File: src/rtl/io_input_conditioner_if.sv
// Raw board inputs and conditioned outputs of the input conditioner.
// The master side drives the raw inputs; the slave side is the conditioner.
interface io_input_conditioner_if #(
  parameter int SW_W  = 18,
  parameter int BTN_W = 4
);
  logic [SW_W-1:0]  i_sw_raw;
  logic [BTN_W-1:0] i_btn_raw;
  logic [31:0]      o_io_sw;
  logic [31:0]      o_io_btn;
  logic [BTN_W-1:0] o_btn_press;
  logic             o_tick;

  modport master (
    output i_sw_raw, i_btn_raw,
    input  o_io_sw, o_io_btn, o_btn_press, o_tick
  );

  modport slave (
    input  i_sw_raw, i_btn_raw,
    output o_io_sw, o_io_btn, o_btn_press, o_tick
  );
endinterface

File: src/rtl/io_input_conditioner.sv
// Input front end: 2-flop synchronizers, shared sample-tick prescaler,
// per-bit debounce counters, registered clean levels and press pulses.
module io_input_conditioner #(
  parameter int SW_W       = 18,
  parameter int BTN_W      = 4,
  parameter int TICK_DIV   = 50_000,
  parameter int STABLE_CNT = 4
) (
  input logic                   i_clk,
  input logic                   i_rst_n,
  io_input_conditioner_if.slave io
);

  localparam int unsigned N  = SW_W + BTN_W;
  localparam int          TW = $clog2(TICK_DIV);
  localparam int          CW = $clog2(STABLE_CNT + 1);

  logic [SW_W-1:0]      sw_s1_q, sw_s2_q;
  logic [BTN_W-1:0]     btn_s1_q, btn_s2_q;
  logic [N-1:0]         sync_all;
  logic [TW-1:0]        cnt_q, cnt_d;
  logic                 tick;
  logic [N-1:0]         s_q, s_d;
  logic [N-1:0][CW-1:0] c_q, c_d;
  logic [SW_W-1:0]      sw_out_q;
  logic [BTN_W-1:0]     btn_out_q;
  logic [BTN_W-1:0]     press_q;

  // Two-flop synchronizers; buttons idle high (released) out of reset
  always_ff @(posedge i_clk or negedge i_rst_n) begin
    if (!i_rst_n) begin
      sw_s1_q  <= '0;
      sw_s2_q  <= '0;
      btn_s1_q <= '1;
      btn_s2_q <= '1;
    end else begin
      sw_s1_q  <= io.i_sw_raw;
      sw_s2_q  <= sw_s1_q;
      btn_s1_q <= io.i_btn_raw;
      btn_s2_q <= btn_s1_q;
    end
  end

  // Switches and buttons share one debouncer vector; buttons become active-high here
  assign sync_all = {~btn_s2_q, sw_s2_q};

  // Prescaler next state and tick strobe
  always_comb begin
    tick  = (cnt_q == TW'(TICK_DIV - 1));
    cnt_d = tick ? '0 : cnt_q + TW'(1);
  end

  // Prescaler register
  always_ff @(posedge i_clk or negedge i_rst_n) begin
    if (!i_rst_n) cnt_q <= '0;
    else          cnt_q <= cnt_d;
  end

  // Per-bit debounce: count differing ticks, accept on the STABLE_CNT-th
  always_comb begin
    s_d = s_q;
    c_d = c_q;
    if (tick) begin
      for (int unsigned i = 0; i < N; i++) begin
        if (sync_all[i] == s_q[i]) begin
          c_d[i] = '0;
        end else if (c_q[i] == CW'(STABLE_CNT - 1)) begin
          s_d[i] = sync_all[i];
          c_d[i] = '0;
        end else begin
          c_d[i] = c_q[i] + CW'(1);
        end
      end
    end
  end

  // Debounce state registers
  always_ff @(posedge i_clk or negedge i_rst_n) begin
    if (!i_rst_n) begin
      s_q <= '0;
      c_q <= '0;
    end else begin
      s_q <= s_d;
      c_q <= c_d;
    end
  end

  // Output registers; the press edge uses the previous registered level so
  // the pulse lines up with the rise of the registered button output
  always_ff @(posedge i_clk or negedge i_rst_n) begin
    if (!i_rst_n) begin
      sw_out_q  <= '0;
      btn_out_q <= '0;
      press_q   <= '0;
    end else begin
      sw_out_q  <= s_q[SW_W-1:0];
      btn_out_q <= s_q[N-1:SW_W];
      press_q   <= s_q[N-1:SW_W] & ~btn_out_q;
    end
  end

  assign io.o_io_sw     = 32'(sw_out_q);
  assign io.o_io_btn    = 32'(btn_out_q);
  assign io.o_btn_press = press_q;
  assign io.o_tick      = tick;

endmodule

File: src/flat_wrapper.sv
// flat-port wrapper written by rule: the top's interface ports become plain ports
module io_input_conditioner_flat 
#(
  parameter int SW_W       = 18,
  parameter int BTN_W      = 4,
  parameter int TICK_DIV   = 50_000,
  parameter int STABLE_CNT = 4
)
  (i_clk, i_rst_n, io_i_sw_raw, io_i_btn_raw, io_o_io_sw, io_o_io_btn, io_o_btn_press, io_o_tick);
  io_input_conditioner_if #(.SW_W(SW_W), .BTN_W(BTN_W)) io_i ();
  input logic i_clk;
  input logic i_rst_n;
  input wire logic [$bits(io_i.i_sw_raw)-1:0] io_i_sw_raw;
  input wire logic [$bits(io_i.i_btn_raw)-1:0] io_i_btn_raw;
  output wire logic [$bits(io_i.o_io_sw)-1:0] io_o_io_sw;
  output wire logic [$bits(io_i.o_io_btn)-1:0] io_o_io_btn;
  output wire logic [$bits(io_i.o_btn_press)-1:0] io_o_btn_press;
  output wire logic [$bits(io_i.o_tick)-1:0] io_o_tick;
  assign io_i.i_sw_raw = io_i_sw_raw;
  assign io_i.i_btn_raw = io_i_btn_raw;
  assign io_o_io_sw = io_i.o_io_sw;
  assign io_o_io_btn = io_i.o_io_btn;
  assign io_o_btn_press = io_i.o_btn_press;
  assign io_o_tick = io_i.o_tick;
  io_input_conditioner #(.SW_W(SW_W), .BTN_W(BTN_W), .TICK_DIV(TICK_DIV), .STABLE_CNT(STABLE_CNT)) u_core (.i_clk(i_clk), .i_rst_n(i_rst_n), .io(io_i));
endmodule
File: config.mk
export PLATFORM = sky130hd
export DESIGN_NAME = io_input_conditioner_flat
export DESIGN_NICKNAME = d
export VERILOG_FILES = /design/src/rtl/io_input_conditioner_if.sv /design/src/rtl/io_input_conditioner.sv /design/src/flat_wrapper.sv
export SDC_FILE = /design/constraint.sdc
export NUM_CORES = 1
export LEC_CHECK = 0
export ABC_AREA = 1
export CORE_MARGIN = 1.5
export CORE_UTILIZATION = 40
export CTS_CLUSTER_DIAMETER = 30
export CTS_CLUSTER_SIZE = 30
export DETAILED_ROUTE_END_ITERATION = 10
export PLACE_DENSITY_LB_ADDON = 0.1
export SLEW_MARGIN = 20
export SYNTH_ARGS = -nofsm -noshare
export SYNTH_HDL_FRONTEND = slang
export SYNTH_SLANG_ARGS = --single-unit
File: constraint.sdc
create_clock -name i_clk -period 1.6 [get_ports i_clk]
set_input_delay 0.4 -clock i_clk [delete_from_list [all_inputs] [get_ports i_clk]]
set_output_delay 0.4 -clock i_clk [all_outputs]
set_load 0.02 [all_outputs]
### Word-level counts from Yosys, hierarchy flattened

Cells that the tools add are included.

| storage, ports and cells | value |
|---|---|
| input port bits | 24 |
| register bits after elaboration | 174 |
| word-level logic and storage cells | 212 |

| cells by class | value |
|---|---|
| bitwise gates (word level) | 25 |
| reduce and logical (&&, ||, !) cells | 22 |
| add/sub/neg operators | 23 |
| mux-type cells | 45 |
| equality and inequality tests | 45 |

Operator list:

| operator | count |
|---|---|
| 3-bit two-way mux | 44 |
| 3-bit by 1-bit adder with 3-bit output (second input constant) | 22 |
| 3-bit by 2-bit == test with 1-bit output (second input constant) | 22 |
| 3-bit AND reduction | 22 |
| 1-bit == test | 22 |
| 1-bit NOT | 22 |
| 16-bit by 1-bit adder with 16-bit output (second input constant) | 1 |
| 16-bit == test (second input constant) | 1 |
| 16-bit two-way mux | 1 |
| 4-bit NOT | 2 |
| 4-bit AND | 1 |

### Longest topological paths before layout

| logic depth | value |
|---|---|
| depth after elaboration | 4 |
| gate-level depth with buffers | 9 |
| gate-level depth less buffers | 7 |

### Least setup slack after synthesis

No wires, ideal clock.

| timing | value |
|---|---|
| path kind | register to output |
| from | reg u_core.cnt_q[0] |
| to | out io_o_tick |
| setup slack | -31 ps |
| cell stages (with the launch flop) | 4 |
| arrival | 1,231 ps |
| cell sequence | dfrtp_1 > ha_1 > nand3_2 > nor3_1 |

| between the ends | value |
|---|---|
| word-level cells in the longest chain between the ends | 1 |

RTL lines:

| element | line | text |
|---|---|---|
| start, declared | io_input_conditioner.sv:21 | `logic [TW-1:0] cnt_q, cnt_d;` |
| start signal, assigned | io_input_conditioner.sv:56 | `else cnt_q <= cnt_d;` |
| 16-bit == test | io_input_conditioner.sv:49 | `tick = (cnt_q == TW'(TICK_DIV - 1));` |
| end, declared | flat_wrapper.sv:18 | `output wire logic [$bits(io_i.o_tick)-1:0] io_o_tick;` |

Every way passes these cells.

### Final worst setup path

| timing | value |
|---|---|
| from | reg u_core.cnt_q[10] |
| to | out io_o_tick |

Same word-level chain as after synthesis.

==> summary.md <==
| Metric | Value |
|---|---|
| Post-synthesis xor/xnor area fraction | 0.00680 |
| Port-buffer cells | 50 |
| Commonest cells after routing, fill and taps aside | nand2_1, dfrtp_1, inv_1 |
| FF-to-FF path depth | 9 |
| Reg2reg end | u_core.c_q[6] |
| Worst R2R Setup Slack | -0.12 ns |
| Static Leakage | 5.38 nW |
| Multi-input gate area | 3250 sq um |
| Max-Cap Viols | 0 |
| Max clock buf depth | 2 |
| Critical-path top delay cell | dfrtp_1 |
| Crit path buf inv count | 1 |
| Failing checks | negative setup slack |
| Synth area leader | dfrtp_1 |
| CTS Root Cell | clkbuf_16 |
| Latest clock arrival within the worst-skew pair | 0.43 ns |
| Setup TNS | -4.49 ns |
| Largest family of logic cells by synthesized area | simple AND/OR/NAND/NOR gates |
| Routed WL per cell | 12.4 um |
| Post-synthesis compound-gate area fraction | 0.0308 |
| Commonest non-fill, non-tap cell in the layout | nand2_1 |
| Layout cells sized above 1 | 0.230 |
| Die area | 20200 sq um |
| Final period util | 1.13 |
| Top_reg_cell synth | dfrtp_1 |
| Overall routing resource usage | 0.144 |
| Initial DRC Count | 223 |
| Cell Area, Synth | 7730 sq um |
| Crit path DAT | 1.40 ns |
| Area occupied by registers | 4360 sq um |
| Post-synth top area share | 0.538 |
| Status | finished, violations left |
| Hpwl dp | 9.07 mm |
| Worst path max stage delay | 0.38 ns |
| DRC Markers | 0 |
| DIE WIDTH | 142 um |
| ANT nets after route | 0 |
| Core area | 18800 sq um |
| Worst VDD drop | 0.643 mV |
| Final Hold Vio Count | 0 |
| Final setup fails | 75 |
| First-pass GRT wire length | 22.6 mm |
| Routability cong. | 0.769 |
| Post-synthesis cell count | 894 |
| Worst Hold End | u_core.sw_s2_q[1] |
| Nets | 1055 |
| # rows | 50 |
| Starting density of the core | 0.410 |
| Critical Path End Type | primary output |
| Vias per cell | 4.38 |
| Clock slew at the register clock pins of the worst setup and hold paths | 0.06 ns |
| Post-layout worst setup margin | -0.200 ns |
| Clock sink count | 174 |
| Ant diodes | 0 |
| Multiplexer share of the synthesized area | 0 |
| Distinct cell type count after synthesis | 28 |
| CP Launch Type | flip-flop |
| Initial antenna violation count | 0 |
| Vias in the first global route | 4846 |
| Worst endpoint required time | 1.20 ns |
| Crit path max-delay family | simple AND/OR/NAND/NOR gates |
| Largest net degree at the start of global routing | 37 |
| Clock skew | 0.00969 ns |
| TritonCTS Buffers | 17 |
| Synth warn | 0 |
| Routed WL | 15.9 mm |
| Max-slew violations | 0 |
| Ports | 93 |
| Die height | 142 um |
| Area delta synth->final | 35.1% |
| Synth Area in Adders | 0.0372 |
| RSZ-0062 raised after global routing | yes |
| Simple-Gate Fraction of Synth Area | 0.242 |
| Fmax | 555 MHz |
| Router iterations before antenna repair | 4 |
| Kind of critical path | flip-flop to primary output |
| Reg2reg start | u_core.cnt_q[0] |
| Fillers | 1715 |
| Via Count | 5613 |
| Avg Inst Size Synth | 8.64 sq um |
| Maximum level of the CTS H-tree | 4 |
| Min Tclk post-route | 1.80 ns |
| Sequential fraction of the synthesis area | 0.565 |
| Async SR Flop Fraction | 1.00 |
| Gr ovfl total | 0 |
| Pwr/cell area | 869 nW/um^2 |
| Layout Utilization | 0.554 |
| CTS tree | done |
| WHS Path Cells | 0 |
| Post-synth EDFFs | 0 |
| Top post-synthesis cells by area | dfrtp_1, nand2_1, nor2_1 |
| Worst path cell trace | nor2_2 > nand4_1 > nor3_2 > buf_4 |
| Critical Path Fanout Max | 2 |
| Hold_sp | u_core.sw_s1_q[1] |
| #FFs+latches synth | 174 |
| Worst hold path type | flip-flop to flip-flop |
==> logic make-up (layout without fill, tap and decap cells) <==
logic type,Yosys count,count (layout)
other,1,42
adders and majority gates,23,23
buffers and inverters,189,273
DFF,174,174
AOI/OAI and AO/OA,47,47
and+or+nand+nor,454,456
xor gates and xnor gates,6,6
==> state kept, by name, indices dropped and copies added (netlist names) <==
name,count
u_core.btn_s2_q,4
u_core.btn_s1_q,4
u_core.io.o_btn_press,4
u_core.btn_out_q,4
u_core.sw_out_q,18
u_core.sw_s2_q,18
u_core.sw_s1_q,18
u_core.cnt_q,16
u_core.c_q,66
u_core.s_q,22
==> synth_stat cells, drive strengths merged (4+ instances only) <==
master / number
buf: 61
dfrtp: 166
dfstp: 8
ha: 23
inv: 127
nand2: 253
nand3: 30
nand3b: 4
nand4: 25
nor2: 137
nor3: 4
o21ai: 45
xor2: 6
==> stage by stage <==
step,instance area [sq um],total power [mW],instances,hold slack (ns),setup WS (ns)
2_1_floorplan,7890,4.81,935,0.104,0.119
3_3_place_gp,8710,4.94,1222,0.332,-0.195
3_5_place_dp,8710,4.94,1222,0.335,-0.217
4_1_cts,9360,9.20,1259,0.349,-0.225
5_1_grt,10400,9.44,1281,0.355,-0.274
6_report,10400,9.07,1281,0.348,-0.200
==> what timing repair did <==
action                     4_1_cts  5_1_grt
setup endpoints to repair       45       98
hold endpoints to repair        26        0
resized for setup               40      193
pin swaps                        3       24
hold buffers                     1        0
buffers inserted                 3        8
cloned                           1       17
==> layer usage <==
layer,vias to the layer above,share of wire,global-route usage
li1,2875,-,-
met1,2641,0.49,0.193
met2,84,0.47,0.227
met3,13,0.028,0.0357
met4,0,0.012,0.0537
met5,-,0,0
==> area by class of cell <==
cell class	instances	share of cell area
sequential	174	0.418
multi-input combinational	574	0.312
timing repair buffer	114	0.136
inverter	127	0.0460
clock buffer	19	0.0415
tap	260	0.0312
clock inverter	13	0.0156
==> power breakdown <==
part	total, mW	internal [mW]	switching, mW
Sequential	4.49	4.46	0.0279
Combinational	0.384	0.116	0.268
Clock	4.20	2.47	1.73
Total	9.07	7.05	2.02
==> how the worst max path moves through the flow <==
stage / depth (start not counted) / slack, ns / end / from
floorplan: 8 / 0.12 / u_core.c_q[51] / u_core.cnt_q[0]
global placement: 4 / -0.20 / io_o_tick / u_core.cnt_q[0]
detailed placement: 4 / -0.22 / io_o_tick / u_core.cnt_q[0]
CTS: 4 / -0.23 / io_o_tick / u_core.cnt_q[0]
global route: 4 / -0.27 / io_o_tick / u_core.cnt_q[10]
finish: 4 / -0.20 / io_o_tick / u_core.cnt_q[10]
No activity file was read; power rests on OpenSTA's default activity.
